## src/rtl/fetch_pkg.sv

```systemverilog
// Shared constants and state encoding for the instruction-fetch block.
package fetch_pkg;

    localparam logic [31:0] NOP_INSTR = 32'h0000_0013;
    localparam int unsigned PC_INCR   = 4;

    typedef enum logic [1:0] {
        BOOT   = 2'd0,
        FETCH  = 2'd1,
        HALTED = 2'd2
    } fetch_state_e;

endpackage

```

## src/rtl/fetch_pc_reg.sv

```systemverilog
// Program counter register: load takes priority over increment.
// align_i selects a word-aligned target; when clear the raw target is loaded.
module pc_reg
    import fetch_pkg::*;
#(
    parameter int unsigned            REG_SIZE = 32,
    parameter logic [REG_SIZE-1:0]    RESET_PC = '0
) (
    input  logic                clk_i,
    input  logic                rst_ni,
    input  logic                load_i,
    input  logic                incr_i,
    input  logic                align_i,
    input  logic [REG_SIZE-1:0] target_i,
    output logic [REG_SIZE-1:0] pc_o
);

    logic [REG_SIZE-1:0] pc_q, pc_d, target_sel;

    // Choose aligned or raw redirect target
    always_comb begin
        target_sel = align_i ? {target_i[REG_SIZE-1:2], 2'b00} : target_i;
    end

    // Next PC: redirect beats sequential increment; increment wraps naturally
    always_comb begin
        pc_d = pc_q;
        if (load_i)
            pc_d = target_sel;
        else if (incr_i)
            pc_d = pc_q + REG_SIZE'(PC_INCR);
    end

    // PC state register
    always_ff @(posedge clk_i or negedge rst_ni) begin
        if (!rst_ni) pc_q <= RESET_PC;
        else         pc_q <= pc_d;
    end

    assign pc_o = pc_q;

endmodule

```

## src/rtl/fetch_unit.sv

```systemverilog
// Instruction-fetch initiator with IF/ID output register and valid/ready.
// Optional feature: FETCH_MISALIGN_TRAP_EN adds misalign_o and halts on a
// misaligned redirect instead of force-aligning the target.
module fetch_unit
    import fetch_pkg::*;
#(
    parameter int unsigned            REG_SIZE = 32,
    parameter logic [REG_SIZE-1:0]    RESET_PC = 32'h0000_0000
) (
    input  logic                clk_i,
    input  logic                rst_ni,
    output logic [REG_SIZE-1:0] imem_addr_o,
    input  logic [REG_SIZE-1:0] imem_inst_i,
    input  logic                redirect_i,
    input  logic [REG_SIZE-1:0] redirect_pc_i,
    input  logic                halt_i,
    output logic [REG_SIZE-1:0] instr_o,
    output logic [REG_SIZE-1:0] pc_o,
    output logic                valid_o,
    input  logic                ready_i,
    output logic                halted_o
`ifdef FETCH_MISALIGN_TRAP_EN
    ,
    output logic                misalign_o
`endif
);

    fetch_state_e        state_q, state_d;
    logic [REG_SIZE-1:0] pc_q;
    logic [REG_SIZE-1:0] instr_q, instr_d;
    logic [REG_SIZE-1:0] pco_q, pco_d;
    logic                valid_q, valid_d;
    logic                capture;
    logic                redir_raw;

`ifdef FETCH_MISALIGN_TRAP_EN
    logic misalign_q, misalign_d;
    assign redir_raw  = (redirect_pc_i[1:0] != 2'b00);
    assign misalign_o = misalign_q;
`else
    assign redir_raw  = 1'b0;
`endif

    pc_reg #(
        .REG_SIZE (REG_SIZE),
        .RESET_PC (RESET_PC)
    ) u_pc_reg (
        .clk_i    (clk_i),
        .rst_ni   (rst_ni),
        .load_i   (redirect_i),
        .incr_i   (capture),
        .align_i  (!redir_raw),
        .target_i (redirect_pc_i),
        .pc_o     (pc_q)
    );

    // Next state and output-stage update; redirect > halt > fetch
    always_comb begin
        state_d = state_q;
        instr_d = instr_q;
        pco_d   = pco_q;
        valid_d = valid_q;
        capture = 1'b0;
`ifdef FETCH_MISALIGN_TRAP_EN
        misalign_d = misalign_q;
`endif
        if (redirect_i) begin
            // Flush regardless of ready_i; a raw (trapping) target parks in HALTED
            valid_d = 1'b0;
            state_d = redir_raw ? HALTED : FETCH;
`ifdef FETCH_MISALIGN_TRAP_EN
            misalign_d = redir_raw;
`endif
        end else begin
            unique case (state_q)
                BOOT:   state_d = halt_i ? HALTED : FETCH;
                FETCH: begin
                    capture = !valid_q || ready_i;
                    if (halt_i) state_d = HALTED;
                end
                HALTED: if (ready_i) valid_d = 1'b0;
                default: state_d = BOOT;
            endcase
        end
        if (capture) begin
            instr_d = imem_inst_i;
            pco_d   = pc_q;
            valid_d = 1'b1;
        end
    end

    // FSM and IF/ID output register
    always_ff @(posedge clk_i or negedge rst_ni) begin
        if (!rst_ni) begin
            state_q <= BOOT;
            instr_q <= REG_SIZE'(NOP_INSTR);
            pco_q   <= '0;
            valid_q <= 1'b0;
`ifdef FETCH_MISALIGN_TRAP_EN
            misalign_q <= 1'b0;
`endif
        end else begin
            state_q <= state_d;
            instr_q <= instr_d;
            pco_q   <= pco_d;
            valid_q <= valid_d;
`ifdef FETCH_MISALIGN_TRAP_EN
            misalign_q <= misalign_d;
`endif
        end
    end

    assign imem_addr_o = pc_q;
    assign instr_o     = instr_q;
    assign pc_o        = pco_q;
    assign valid_o     = valid_q;
    assign halted_o    = (state_q == HALTED);

endmodule

```

## config.mk

```make
export PLATFORM = sky130hd
export DESIGN_NAME = fetch_unit
export DESIGN_NICKNAME = d
export VERILOG_FILES = /design/src/rtl/fetch_pkg.sv /design/src/rtl/fetch_pc_reg.sv /design/src/rtl/fetch_unit.sv
export SDC_FILE = /design/constraint.sdc
export NUM_CORES = 1
export LEC_CHECK = 0
export CAP_MARGIN = 5
export CORE_UTILIZATION = 43
export DETAILED_ROUTE_END_ITERATION = 16
export PLACE_DENSITY = 0.8
export SLEW_MARGIN = 30
export SYNTH_ARGS = -nofsm -noshare
export SYNTH_HDL_FRONTEND = slang
export SYNTH_SLANG_ARGS = --single-unit
export TNS_END_PERCENT = 30
```

## constraint.sdc

```tcl
create_clock -name clk_i -period 2.55 [get_ports clk_i]
set_clock_uncertainty 0.1 [all_clocks]
set_input_delay 0.3825 -clock clk_i [delete_from_list [all_inputs] [get_ports clk_i]]
set_output_delay 0.3825 -clock clk_i [all_outputs]
set_load 0.02 [all_outputs]
```

Word level (Yosys, flattened, before mapping)
Index checks and enable logic that the tools add are counted.
{"block": "op_classes", "n_reduce_logical": 8, "muxes": 12, "eq_ne": 4, "addsub": 1}
{"operator": "$mux 32", "n": 2}
{"operator": "$add 32x3->32 const B", "n": 1}
{"operator": "$mux 1", "n": 6}
{"operator": "$mux 2", "n": 3}
{"operator": "$pmux 2 s3", "n": 1}
{"operator": "$reduce_bool 3->1", "n": 2}
{"operator": "$reduce_and 2->1", "n": 2}
{"operator": "$ne 3x3->1 const B", "n": 1}
{"operator": "$eq 2x1->1 const B", "n": 1}
{"operator": "$eq 2x2->1 const B", "n": 1}
{"operator": "$logic_not 2->1", "n": 1}
{"operator": "$ne 2x2->1 const B", "n": 1}
{"operator": "$reduce_bool 2->1", "n": 1}
{"operator": "$logic_not 1->1", "n": 1}
{"operator": "$logic_or 1x1->1", "n": 1}
{"block": "word_totals", "output_inout_bits": 98, "register_bits": 99, "word_cells": 30, "in_bits": 69}

Longest topological paths before layout
{"block": "depth", "word_depth": 6, "mapped_depth": 7, "ltp_nobuf": 6}

By module
A second synthesis with hierarchy kept.
{"block": "unflattened", "hier_cells": 352, "area_unflattened_um2": 4496.8}
{"module": "fetch_unit", "seq_area_each_um2": 1680.4, "area_per_inst_um2": 2718.9, "instances": 1, "cells_each": 150}
{"module": "pc_reg", "seq_area_each_um2": 800.8, "area_per_inst_um2": 1778.0, "instances": 1, "cells_each": 202}

Worst setup path after synthesis
Ideal clock, no wire load.
{"block": "synth_path", "path_kind": "reg-to-reg", "from": "register u_pc_reg.pc_q[2] (netlist: u_pc_reg.pc_o[2])", "to": "register u_pc_reg.pc_q[22] (netlist: u_pc_reg.pc_o[22])", "t_required_ns": 2.326, "setup_ns": 0.124, "synth_period_minus_slack_ns": 2.204, "slack_ns": 0.346, "n_path_buf": 1, "t_arrival_ns": 1.980, "path_stages_with_launch": 8, "cell_sequence": "dfrtp_1 -> ha_1 -> and2_1 -> nand2_1 -> or4_1 -> clkbuf_2 -> o21a_1 -> o31a_1"}
{"block": "synth_between", "elab_chain_len": 3}
{"element": "start, declared", "line_no": "fetch_pc_reg.sv:18", "rtl": "logic [REG_SIZE-1:0] pc_q, pc_d, target_sel;"}
{"element": "start signal, assigned", "line_no": "fetch_pc_reg.sv:37", "rtl": "else pc_q <= pc_d;"}
{"element": "$add 32x3->32", "line_no": "fetch_pc_reg.sv:31", "rtl": "pc_d = pc_q + REG_SIZE'(PC_INCR);"}
{"element": "$mux 32", "line_no": "fetch_pc_reg.sv:30", "rtl": "else if (incr_i)"}
{"element": "$mux 32", "line_no": "fetch_pc_reg.sv:28", "rtl": "if (load_i)"}
No other way between the ends. The select of a mux whose other input is x is not followed.
A chain may end at the register's enable or synchronous reset.

Worst setup path in the final report
{"block": "layout_path", "from": "register u_pc_reg.pc_q[2] (netlist: u_pc_reg.pc_o[2])", "to": "register u_pc_reg.pc_q[28] (netlist: u_pc_reg.pc_o[28])"}
The elaborated chain is that of the path after synthesis.

==> flow_summary.ini <==
[outcome]
status = finished clean

[clock_network]
cts.clk_slew.worst_paths_ns = 0.09
root_buffer = clkbuf_8
cts_inserted_buffers = 9
clk-insertion-delay-late_ns = 0.35
cts_sinks = 95
cts_tree = yes
clockBufferDepth = 2
cts_resized = 0
postCtsSetupBuffers = 0
htree_levels = 3

[worst_setup_path]
crit_chain = ha_1 > and2_1 > nand2_1 > or4_1 > or3_1 > a31oi_1
critPathLaunchType = flop
required_ns = 2.72
arrival_ns = 2.48
critPathSlowestCell = or4_1
cp_slowest_stage_delay_ns = 0.56
crit_path_max_fanout = 6
end_kind = flop
worstSetupPathType = flop to flop

[final_layout]
fin_nets = 583
final_cell_mix = clkdlybuf4s50_1, dfrtp_1, mux2_2, nand2_1, o21ai_0
drive_gt1_frac = 0.189
diodes = 0
mostFrequentLayoutCell = clkdlybuf4s50_1
areaGrowthSynthToFinish_pct = 49.1
finish.utilization = 0.668
fin_cells = 647
final_design_area_no_fill_mm2 = 0.00620

[job]
drv_cap = 0

[global_routing]
grtUsageTotal = 0.201
grt_max_degree = 46
antenna_found_initial = 0
grt_pass1_wl_um = 15700
grt_remaining_overflow = 0
grt_pass1_vias = 3149

[floorplan]
dieHeight_um = 100
fp.coreArea_mm2 = 0.00928
dieArea_mm2 = 0.0101
ios = 167
num_rows = 35
initial_core_util = 0.448
dieWidth_um = 100

[synthesis]
ys_warn_count = 0
yosysSeqAreaShare = 0.573
ys_types = 37
synth_top_area_cell = dfrtp_1
syn-cell-area_mm2 = 0.00416
synth_seq_cells = 95
avgSynthCellArea_um2 = 12.0
synth_area_leaders = dfrtp_1, mux2_2, xnor2_1
syn_inst = 346
synth_top_area_share = 0.554

[route]
avgViaCountPerCell = 4.91
wl_per_cell_um = 15.1
route.detailed.drc = 0
ant_nets = 0
drt-initial-drc-count = 88
routed_wl_um = 9780
drt-pass1-iter-count = 4
num_vias = 3176

[sta]
grt_setup_unrepaired = no
holdWs_ns = 0.368
finalCritPeriodShare = 0.904
fin_ws_ns = 0.245
max_freq_mhz = 434
setup_viol = 0
drv_slew = 0
final.setup.tns_ns = 0
period_minus_slack_ns = 2.30
hold_violations = 0

[power_and_ir_drop]
powerDensity_mw_per_mm2 = 776
fin_total_pwr_mw = 4.81
max-vdd-ir-drop_mv = 0.377
cellLeakagePower_nw = 2.47

[place]
place_inst = 630
dpl.hpwl_um = 7220
place.gp.congestion = 0.796
dpl_cell_area_mm2 = 0.00594
place_ws_ns = 0.0847
numPortBuffers = 160

[worst_hold_path]
hold_path.class = primary input to async pin
power breakdown:
group          switching, mW  internal (mW)
sequential             0.198           1.81
combinational          0.733          0.871
clock                  0.516          0.679
total                   1.45           3.36
worst max-delay path, delay by kind of cell (launching register included):
kind | cells | cell delay (ns)
adder cells (fa/ha/maj) | 1 | 0.22
AO/OA/AOI/OAI | 1 | 0.17
AND/OR/NAND/NOR | 4 | 1.28
flip-flops | 1 | 0.45
timing repair:
| item | in CTS | in global routing |
|---|---|---|
| endpoints found under the hold margin | 23 | 0 |
| setup endpoints to repair | 0 | 0 |
| hold buffers | 1 | 0 |
synthesized netlist by cell type, drive strengths merged:
| cell | n |
|---|---|
| and4 | 2 |
| nor3 | 11 |
| dfrtp | 92 |
| mux2 | 63 |
| o21a | 1 |
| nand2 | 40 |
| o21ai | 30 |
| buf | 11 |
| or3 | 1 |
| o31a | 1 |
| nand3 | 9 |
| clkbuf | 7 |
| ha | 1 |
| conb | 1 |
| dfstp | 3 |
| xnor2 | 26 |
| nand2b | 2 |
| nor4 | 10 |
| inv | 6 |
| and2 | 2 |
| xor2 | 1 |
| or4 | 1 |
| a211oi | 1 |
| a21oi | 1 |
| nor2b | 1 |
| a31oi | 1 |
| and2b | 1 |
| mux2i | 1 |
| nor2 | 6 |
| and3 | 6 |
| nand4 | 7 |
layout make-up:
type | count | area [um2]
clock inverters | 5 | 105
clock buffers | 11 | 141
multi-input cells | 230 | 1680
inverters | 6 | 22.5
flip-flops and latches | 95 | 2380
repair buffers | 171 | 1700
well taps | 129 | 161
fillers | 747 | 3090
routing by layer:
layer / GRT usage / up-vias / share of wire
met5: 0 / - / 0
met3: 0.0453 / 12 / 0.055
met2: 0.317 / 106 / 0.48
li1: - / 1536 / -
met4: 0.0758 / 0 / 0.017
met1: 0.273 / 1522 / 0.45
worst paths after layout:
check	from	to	slack [ns]	depth (start not counted)
max	u_pc_reg.pc_o[2]$_DFFE_PN0P_	u_pc_reg.pc_o[28]$_DFFE_PN0P_	0.25	6
min	rst_ni	pc_o[14]$_DFFE_PN0P_	0.37	2
max reg2reg	u_pc_reg.pc_o[2]$_DFFE_PN0P_	u_pc_reg.pc_o[28]$_DFFE_PN0P_	0.25	6
min reg2reg	pc_o[31]$_DFFE_PN0P_	pc_o[31]$_DFFE_PN0P_	0.41	1
max in group asynchronous	rst_ni	instr_o[4]$_DFFE_PN1P_	1.26	3
min in group clk_i	redirect_i	u_pc_reg.pc_o[25]$_DFFE_PN0P_	0.37	3
cell families after synthesis:
kind of cell    count (synthesis)  share of synthesized area
compound gates                 35                     0.0445
xor+xnor                       27                     0.0569
fa+ha+maj                       1                    0.00301
buf+inv                        24                     0.0274
flops                          95                      0.573
mux                            64                      0.173
other cells                     1                   0.000902
simple gates                   99                      0.122
registers in the layout, summed over array words and instances, names as in the netlist:
register	cells
instr_o	32
u_pc_reg.pc_o	30
valid_o	1
pc_o	30
state_q	2
Note: power is estimated with default switching activity, not from simulation.
